$ cat src/rtl/decryption_frame_router.sv
// Ingress router for the decryption engines: buffers {sel, char} entries in a FIFO and
// forwards one token-terminated message at a time to the selected engine.
module decryption_frame_router #(
   parameter int unsigned         D_WIDTH                = 8,
   parameter int unsigned         FIFO_DEPTH             = 8,
   parameter int unsigned         MAX_NOF_CHARS          = 50,
   parameter logic [D_WIDTH-1:0]  START_DECRYPTION_TOKEN = 8'hFA,
   parameter int unsigned         BUSY_TIMEOUT           = 4
) (
   input  logic               clk,
   input  logic               rst,
   input  logic [D_WIDTH-1:0] data_i,
   input  logic               valid_i,
   input  logic [1:0]         sel_i,
   output logic               ready_o,
   output logic [D_WIDTH-1:0] data_o,
   output logic [2:0]         valid_o,
   input  logic [2:0]         busy_i,
   output logic               err_o
);

   localparam int unsigned PW = $clog2(FIFO_DEPTH);
   localparam int unsigned CW = $clog2(MAX_NOF_CHARS + 1);
   localparam int unsigned WW = $clog2(BUSY_TIMEOUT + 1);
   localparam int unsigned EW = D_WIDTH + 2;

   typedef enum logic [1:0] {S_IDLE, S_FWD, S_WAIT_BUSY, S_WAIT_DONE} state_t;

   logic [EW-1:0]      mem_q [FIFO_DEPTH];
   logic [PW-1:0]      wr_ptr_q, wr_ptr_d;
   logic [PW-1:0]      rd_ptr_q, rd_ptr_d;
   logic [PW:0]        count_q, count_d;
   logic               first_q, first_d;
   logic [1:0]         last_sel_q, last_sel_d;

   state_t             state_q, state_d;
   logic [1:0]         cur_sel_q, cur_sel_d;
   logic [CW-1:0]      cnt_q, cnt_d;
   logic [WW-1:0]      wcnt_q, wcnt_d;
   logic               ovf_q, ovf_d;
   logic [D_WIDTH-1:0] data_q, data_d;
   logic [2:0]         valid_q, valid_d;
   logic               err_q, err_d;

   logic               full, empty, push, pop;
   logic [1:0]         entry_sel;
   logic [EW-1:0]      head;
   logic [1:0]         head_sel;
   logic [D_WIDTH-1:0] head_data;
   logic               head_is_token;
   logic [3:0]         busy_ext;
   logic [WW-1:0]      wcnt_inc;
   logic [2:0]         sel_onehot;

   assign full          = (count_q == (PW+1)'(FIFO_DEPTH));
   assign empty         = (count_q == '0);
   assign ready_o       = !full;
   assign push          = valid_i && !full;
   assign entry_sel     = first_q ? sel_i : last_sel_q;
   assign head          = mem_q[rd_ptr_q];
   assign head_sel      = head[EW-1 -: 2];
   assign head_data     = head[D_WIDTH-1:0];
   assign head_is_token = (head_data == START_DECRYPTION_TOKEN);
   // Padding bit 3 lets a cur_sel of 3 index safely; that state never waits on busy.
   assign busy_ext      = {1'b0, busy_i};
   assign wcnt_inc      = wcnt_q + WW'(1);
   assign sel_onehot    = 3'b001 << cur_sel_q;

   assign data_o  = data_q;
   assign valid_o = valid_q;
   assign err_o   = err_q;

   // NOTE: every signal written here gets a default first, so no path can infer a latch.
   always_comb begin
      wr_ptr_d   = wr_ptr_q;
      rd_ptr_d   = rd_ptr_q;
      count_d    = count_q;
      first_d    = first_q;
      last_sel_d = last_sel_q;
      state_d    = state_q;
      cur_sel_d  = cur_sel_q;
      cnt_d      = cnt_q;
      wcnt_d     = wcnt_q;
      ovf_d      = ovf_q;
      data_d     = '0;
      valid_d    = '0;
      err_d      = 1'b0;
      pop        = 1'b0;

      case (state_q)
         S_IDLE: begin
            if (!empty) begin
               cur_sel_d = head_sel;
               cnt_d     = '0;
               ovf_d     = 1'b0;
               state_d   = S_FWD;
            end
         end
         S_FWD: begin
            if (!empty) begin
               pop = 1'b1;
               if (cur_sel_q == 2'd3) begin
                  if (head_is_token) begin
                     err_d   = 1'b1;
                     state_d = S_IDLE;
                  end
               end else if (head_is_token) begin
                  data_d  = head_data;
                  valid_d = sel_onehot;
                  wcnt_d  = '0;
                  state_d = S_WAIT_BUSY;
               end else if (cnt_q != CW'(MAX_NOF_CHARS)) begin
                  data_d  = head_data;
                  valid_d = sel_onehot;
                  cnt_d   = cnt_q + CW'(1);
               end else if (!ovf_q) begin
                  err_d = 1'b1;
                  ovf_d = 1'b1;
               end
            end
         end
         S_WAIT_BUSY: begin
            if (busy_ext[cur_sel_q]) begin
               state_d = S_WAIT_DONE;
            end else begin
               wcnt_d = wcnt_inc;
               if (wcnt_inc == WW'(BUSY_TIMEOUT)) state_d = S_IDLE;
            end
         end
         S_WAIT_DONE: begin
            if (!busy_ext[cur_sel_q]) state_d = S_IDLE;
         end
         default: state_d = S_IDLE;
      endcase

      if (push) begin
         wr_ptr_d   = wr_ptr_q + PW'(1);
         first_d    = (data_i == START_DECRYPTION_TOKEN);
         last_sel_d = entry_sel;
      end
      if (pop) rd_ptr_d = rd_ptr_q + PW'(1);
      if (push && !pop)      count_d = count_q + (PW+1)'(1);
      else if (!push && pop) count_d = count_q - (PW+1)'(1);
   end

   // NOTE: FIFO storage has no reset; an entry is only read after it has been written.
   always_ff @(posedge clk) begin
      if (push) mem_q[wr_ptr_q] <= {entry_sel, data_i};
   end

   // NOTE: state is updated with non-blocking assignments so every flop samples pre-edge values.
   always_ff @(posedge clk or posedge rst) begin
      if (rst) begin
         wr_ptr_q   <= '0;
         rd_ptr_q   <= '0;
         count_q    <= '0;
         first_q    <= 1'b1;
         last_sel_q <= '0;
         state_q    <= S_IDLE;
         cur_sel_q  <= '0;
         cnt_q      <= '0;
         wcnt_q     <= '0;
         ovf_q      <= 1'b0;
         data_q     <= '0;
         valid_q    <= '0;
         err_q      <= 1'b0;
      end else begin
         wr_ptr_q   <= wr_ptr_d;
         rd_ptr_q   <= rd_ptr_d;
         count_q    <= count_d;
         first_q    <= first_d;
         last_sel_q <= last_sel_d;
         state_q    <= state_d;
         cur_sel_q  <= cur_sel_d;
         cnt_q      <= cnt_d;
         wcnt_q     <= wcnt_d;
         ovf_q      <= ovf_d;
         data_q     <= data_d;
         valid_q    <= valid_d;
         err_q      <= err_d;
      end
   end

endmodule

$ cat config.mk
export PLATFORM = sky130hd
export DESIGN_NAME = decryption_frame_router
export DESIGN_NICKNAME = d
export VERILOG_FILES = /design/src/rtl/decryption_frame_router.sv
export SDC_FILE = /design/constraint.sdc
export NUM_CORES = 1
export LEC_CHECK = 0
export CAP_MARGIN = 20
export CORE_UTILIZATION = 53
export DETAILED_ROUTE_END_ITERATION = 16
export HOLD_SLACK_MARGIN = 0.08
export PLACE_DENSITY = 0.72
export SLEW_MARGIN = 20
export SYNTH_ARGS = -nofsm -noshare
export SYNTH_HDL_FRONTEND = slang
export SYNTH_SLANG_ARGS = --single-unit
$ cat constraint.sdc
create_clock -name clk -period 2.5 [get_ports clk]
set_input_delay 0.5 -clock clk [delete_from_list [all_inputs] [get_ports clk]]
set_output_delay 0.5 -clock clk [all_outputs]
set_load 0.05 [all_outputs]
==> results by group, run 1 <==
Placed design
  • Hpwl dp: 6.157 mm
  • GP Congestion: 0.7853
  • Setup WS pre-CTS: -0.03326 ns
  • PortBufs: 28

Global route
  • Met3 usage: 0.06606
  • Vias in the first global route: 2,878
  • First-pass GRT wire length: 15.02 mm
  • Most used routing layer: met2
  • GR Layer Usage met1: 0.2753
  • Overflow after GRT: 0
  • Largest net degree at the start of global routing: 40
  • Antenna violations before repair: 0
  • Met2 GRT Util: 0.3358
  • Tot GR Track Use: 0.2122

Synth
  • Share of the yosys chip area belonging to registers: 0.6681
  • Syn_nets: 337
  • Top-count cell post-synth: edfxtp_1
  • Synth top area share: 0.4749
  • Leading area contributor after synthesis: edfxtp_1
  • Yosys warns: 0
  • Post-synth cell types: 52
  • Synth top cells by count: 80 x edfxtp_1, 38 x dfrtp_1, 23 x nand2_1, 18 x nor2_1, 15 x mux4_1
  • Cells after Synth: 311
  • Top FF cell, synth: edfxtp_1
  • Mean Syn Cell Area: 16.27 um2
  • Post-Syn Area: 5059 um2
  • Flops & latches, synth: 119
  • Synth async-reset ratio: 0.3277
  • Largest cells by area after synthesis: edfxtp_1 47%, dfrtp_1 19%, mux4_1 7.8%
  • EDFF count, synth: 80

Setup path
  • Most common cell on crit path: nor2_1
  • Crit. End Element: flip-flop
  • Buf/Inv on CP: 2
  • CP max stage delay: 0.40 ns
  • CP startpoint kind: flip-flop
  • Largest delay share family, worst path: simple AND/OR/NAND/NOR gates
  • Critical path class: flip-flop to flip-flop
  • Crit path max fanout: 5
  • Cell Chain, Critical Path: nor4_4 > nor2_1 > and2_4 > inv_2 > ha_2 > inv_1 > ha_1 > a21o_1 > a21oi_2 > xnor2_1 > nor2_1 > xor2_1
  • Worst EP required: 2.90 ns
  • Slowest library cell on the worst path: dfrtp_1
  • Crit path DAT: 2.79 ns

Final layout
  • Fillcell total: 593
  • Nets: 401
  • Share of post-route cells with drive strength above 1: 0.2242
  • Layout overhead on the synthesized area: 23.60%
  • Antenna diode count: 0
  • Area occupied by registers: 3381 um2
  • Multi-input logic area: 1585 um2
  • Final core utilization: 0.6766

Timing
  • Slew @ Worst Pin: 0.5069 ns
  • Fmax: 0.4182 GHz
  • Final count of negative-setup-slack endpoints: 0
  • Tcrit/Tclk final: 0.9564
  • Fin. max-slew vios: 0
  • Final Hold Fails: 0
  • Rel. slew slack: 0.6621
  • Final Skew: 0.009026 ns
  • Setup WS post-layout: 0.1091 ns
  • RSZ-0062 raised after global routing: no
  • Setup TNS: 0 ns
  • Post-route minimum period: 2.391 ns

Hold path
  • Worst hold path type: input pin to asynchronous set/reset pin

Clock tree
  • H-tree depth: 4
  • TritonCTS Buffers: 17
  • Clock transition at path regs: 0.06 ns
  • CTS Root Cell: clkbuf_8
  • Clock sinks: 119
  • CTS tree: built
  • Worst-Skew Late Latency: 0.51 ns
  • Clock Path Buffers: 2

Floorplan
  • Chip width: 99.70 um
  • Core area: 9240 um2
  • # rows: 35
  • Die footprint: 9939 um2
  • Initial cell density of the core: 0.5475
  • I/O Pins: 29
  • Die height: 99.70 um

Pwr
  • Static leakage: 2.425 nW
  • Pwr Density: 1278 nW/um2
  • Max VDD drop: 0.5432 mV

Routing
  • WL per Instance: 18.09 um
  • Starting DRT DRC Count: 145
  • DRT antenna net count: 0
  • Total wire length: 9.353 mm
  • Vias per std cell: 5.466
  • Drt pass-1 iters: 4
  • Drt drc: 0
  • Vias: 2,826

Flow run
  • Max-cap check violation count: 0

Status
  • Status: finished clean
## path summary, 6_finish.rpt
kind / start / to / slack (ns) / depth (start not counted)
setup / recovery: count_q[0] / count_q[3] / 0.11 / 12
setup reg to reg: count_q[0] / count_q[3] / 0.11 / 12
max in group asynchronous: rst / count_q[2] / 1.72 / 3
min in group clk: ovf_q / ovf_q / 0.49 / 2
hold reg to reg: ovf_q / ovf_q / 0.49 / 2
hold / removal: rst / wcnt_q[1] / 0.41 / 3
## placed cells by master, fill, tap and decap left out, types with 4 or more instances in the layout
master and instances:
edfxtp_1 80, clkbuf_16 16, clkdlybuf4s50_1 27, nand3_1 8
nand2_1 21, a21oi_1 10, mux2i_1 13, or2_2 4
ha_1 8, inv_8 4, xnor2_1 7, mux4_2 5
mux2_2 6, nor2_1 18, dfrtp_1 37, mux4_1 15
inv_1 11, buf_4 21, inv_6 6, nor3_1 6
## worst reg2reg max path, stage by stage, from the launching register on
cell     delay, ns
dfrtp_1       0.40
nor4_4        0.31
nor2_1        0.09
and2_4        0.19
inv_2         0.06
ha_2          0.17
inv_1         0.08
ha_1          0.29
a21o_1        0.19
a21oi_2       0.15
xnor2_1       0.15
nor2_1        0.07
xor2_1        0.14
## routing by layer
layer	vias to the layer above	share of wire
li1	1339	-
met1	1401	0.45
met2	77	0.50
met3	9	0.046
met4	0	0.011
met5	-	0
## what timing repair did
action / 4_1_cts / 5_1_grt
setup buffers: 0 / 1
hold buffers: 0 / 0
hold endpoints to repair: 0 / 0
endpoints found under the setup margin: 2 / 6
pin swaps: 0 / 1
resized for setup: 2 / 7
## cell families (layout without fill, tap and decap cells)
group | Yosys count | in the layout | synth area share
fa+ha+maj | 10 | 10 | 0.02622
buf+inv | 20 | 97 | 0.02721
xor+xnor | 8 | 8 | 0.01385
simple gates | 85 | 85 | 0.08830
compound gates | 30 | 30 | 0.03710
flops | 119 | 119 | 0.6681
mux | 39 | 39 | 0.1393
## through the flow
stage | hold slack, ns | total power [mW] | cells | cell area [um2]
floorplan | 0.4421 | 4.843 | 311 | 5075
global placement | 0.4586 | 5.557 | 484 | 5648
detailed placement | 0.4753 | 5.635 | 484 | 5648
CTS | 0.4143 | 7.995 | 516 | 6227
global route | 0.4449 | 8.410 | 517 | 6252
finish | 0.4059 | 7.993 | 517 | 6252
## state kept, by name, indices dropped and copies added (netlist names)
| register | flops |
|---|---|
| valid_o | 3 |
| count_q | 4 |
| wr_ptr_q | 3 |
| cnt_q | 6 |
| err_o | 1 |
| mem_q | 80 |
| state_q | 2 |
| data_o | 8 |
| cur_sel_q | 2 |
| first_q | 1 |
| ovf_q | 1 |
| rd_ptr_q | 3 |
| last_sel_q | 2 |
| wcnt_q | 3 |
## where the power goes
group          leakage (nW)  internal [mW]  switching [mW]  total (mW)
Combinational         0.934           1.25            1.49        2.74
Sequential             1.21           2.62           0.305        2.93
Clock                 0.282           1.36           0.962        2.32
## final cells by class
class	count	area share
multi-input cells	172	0.2536
repair buffers	53	0.08125
clock buffers	17	0.06624
inverters	12	0.007204
clock inverters	15	0.02522
well taps	129	0.02582
flip-flops and latches	119	0.5407
No activity file was read; power rests on OpenSTA's default activity.
==> inputs of run 2 (changes only) <==
- CORE_UTILIZATION: 53 -> 58
- PLACE_DENSITY: 0.72 -> 0.75
- clock period: 2.5 -> 2.3 ns (I/O delays scaled with it)
==> results by group, run 2 (synthesized netlist as in run 1, its figures left out) <==
Status
  • Status: finished, violations left
  • Failing checks: setup timing

Timing
  • Setup WS post-layout: -0.01267 ns (-0.1217 ns)
  • RSZ-0062 raised after global routing: yes
  • Final count of negative-setup-slack endpoints: 1 (+1)
  • Min Hold Slack: 0.2811 ns (-0.1247 ns)
  • Slew @ Worst Pin: 0.5221 ns (+0.01523 ns)
  • Setup TNS: -0.01267 ns (-0.01267 ns)
  • Post-route minimum period: 2.313 ns (-0.07826 ns)
  • Final Skew: 0.01100 ns (+0.001975 ns)
  • Tcrit/Tclk final: 1.006 (+0.04914)
  • Fmax: 0.4324 GHz (+3.4%)
  • Fin. max-slew vios: 0 (unchanged)
  • Final Hold Fails: 0 (unchanged)
  • Rel. slew slack: 0.6516 (-0.01053)

Hold path
  • Worst hold path type: input pin to asynchronous set/reset pin

Final layout
  • Layout overhead on the synthesized area: 27.06%
  • Fillcell total: 478 (-19%)
  • Final core utilization: 0.7706 (+0.09398)
  • Nets: 414 (+3.2%)
  • Share of post-route cells with drive strength above 1: 0.3067 (+0.08251)
  • Finished Layout Cells: 506 (-2.1%)
  • Max FFs per register: 80 (unchanged)
  • Antenna diode count: 0 (unchanged)
  • Most frequent cells in the layout: 80 x edfxtp_1, 36 x dfrtp_1, 33 x buf_4, 27 x clkdlybuf4s50_1, 21 x nand2_1
  • Area occupied by registers: 3382 um2 (about the same)
  • Reg with most FFs: mem_q
  • Commonest non-fill, non-tap cell in the layout: edfxtp_1
  • Multi-input logic area: 1655 um2 (+4.4%)

Floorplan
  • Die footprint: 9099 um2 (-8.4%)
  • I/O Pins: 29 (unchanged)
  • Die height: 95.39 um (-4.3%)
  • Initial cell density of the core: 0.6065 (+0.05905)
  • # rows: 33 (-5.7%)
  • Chip width: 95.39 um (-4.3%)
  • Core area: 8341 um2 (-9.7%)

Clock tree
  • Clock Path Buffers: 2 (unchanged)
  • TritonCTS Buffers: 17 (unchanged)
  • H-tree depth: 4 (unchanged)
  • Clock sinks: 119 (unchanged)
  • Cts hold-fix bufs: 0 (unchanged)
  • CTS Root Cell: clkbuf_8
  • Clock transition at path regs: 0.06 ns (about the same)
  • Worst-Skew Late Latency: 0.52 ns (about the same)
  • CTS tree: built

Placed design
  • Placed Cells: 470 (-2.9%)
  • GP Congestion: 0.7784 (-0.88%)
  • Setup WS pre-CTS: -0.07129 ns (-0.03802 ns)
  • Hpwl dp: 6.357 mm (+3.2%)
  • PortBufs: 28 (unchanged)

Setup path
  • R2R Setup Slk: -0.01 ns (-0.12 ns)
  • Worst EP required: 2.73 ns (-0.17 ns)
  • Reg2Reg Launch Point: rd_ptr_q[0]
  • Critical path class: flip-flop to flip-flop
  • Worst reg2reg path depth: 7 (-5)
  • CP startpoint kind: flip-flop
  • Crit path DAT: 2.75 ns (-0.04 ns)
  • Crit. End Element: flip-flop
  • Worst R2R End: err_o
  • Crit path max fanout: 8 (+3)

Flow run
  • Max-cap check violation count: 0 (unchanged)

Routing
  • Vias per std cell: 5.810 (+6.3%)
  • Drt pass-1 iters: 4 (unchanged)
  • Starting DRT DRC Count: 188 (+30%)
  • DRT antenna net count: 0 (unchanged)
  • WL per Instance: 20.06 um (+11%)
  • Total wire length: 10.15 mm (+8.5%)
  • Vias: 2,940 (+4.0%)
  • Drt drc: 0 (unchanged)

Global route
  • First-pass GRT wire length: 15.70 mm (+4.5%)
  • Largest net degree at the start of global routing: 30 (-25%)
  • Tot GR Track Use: 0.2518 (+0.03958)
  • Overflow after GRT: 0 (unchanged)
  • Vias in the first global route: 2,989 (+3.9%)
  • Antenna violations before repair: 0 (unchanged)

Pwr
  • Static leakage: 2.482 nW (+2.3%)
  • Max VDD drop: 0.8809 mV (+62%)
  • Pwr Density: 1446 nW/um2 (+13%)
run 2: changes by cell type in the layout (fill, tap and decap cells not counted), sizes merged:
cell / previous run / this run
inv: 22 / 21
dlygate4sd2: 1 / 0
bufinv: 1 / 2
clkbuf: 17 / 18
buf: 25 / 38
run 2: per-layer routing:
metal	GRT usage	part of all wire	wire, um	up-vias
met1	0.3123	0.41	4159	1475
met2	0.4119	0.52	5260	97
met5	0	0	0	-
met4	0.1356	0.016	160	0
met3	0.05821	0.056	572	14
li1	-	-	-	1354
run 2: how the worst max path moves through the flow:
| stage | startpoint | to | slack, ns | cells after the start |
|---|---|---|---|---|
| after floorplan | count_q[2] | count_q[3] | 0.003 | 12 |
| after global placement | rd_ptr_q[1] | data_o[7] | -0.04 | 7 |
| after detailed placement | valid_i | count_q[3] | -0.07 | 11 |
| after CTS | rd_ptr_q[0] | err_o | -0.03 | 7 |
| after global routing | rd_ptr_q[0] | cnt_q[1] | -0.08 | 8 |
| final | rd_ptr_q[0] | err_o | -0.01 | 7 |
run 2: cell type report:
class	count	share of cell area
Clock inverter	15	0.02803
Sequential cell	119	0.5262
Multi-Input combinational cell	172	0.2575
Tap cell	105	0.02044
Inverter	12	0.007787
Timing Repair Buffer	66	0.09558
Clock buffer	17	0.06443
run 2: power breakdown:
group	internal [mW]	total (mW)	switching (mW)	leakage, nW
combinational	1.64	3.48	1.83	0.984
clock	1.59	2.62	1.03	0.290
sequential	2.85	3.20	0.344	1.21
total	6.08	9.29	3.21	2.48
run 2: timing repair:
action	in CTS	in global routing
resized for setup	11	16
pin swaps	5	11
setup endpoints to repair	14	12
setup buffers	1	3
run 2: worst max-delay path, stage by stage (launching register included):
cell      delay [ns]
dfrtp_1         0.41
buf_6           0.18
mux4_2          0.56
nand4b_1        0.14
mux2i_2         0.10
and3_4          0.21
or4b_1          0.49
a21oi_1         0.13
run 2: stage by stage:
stage	instance area, um2	total power, mW
after detailed placement	5756	6.419
after floorplan	5125	5.356
after CTS	6400	9.209
final	6427	9.293
after global placement	5756	6.303
after global routing	6427	9.749
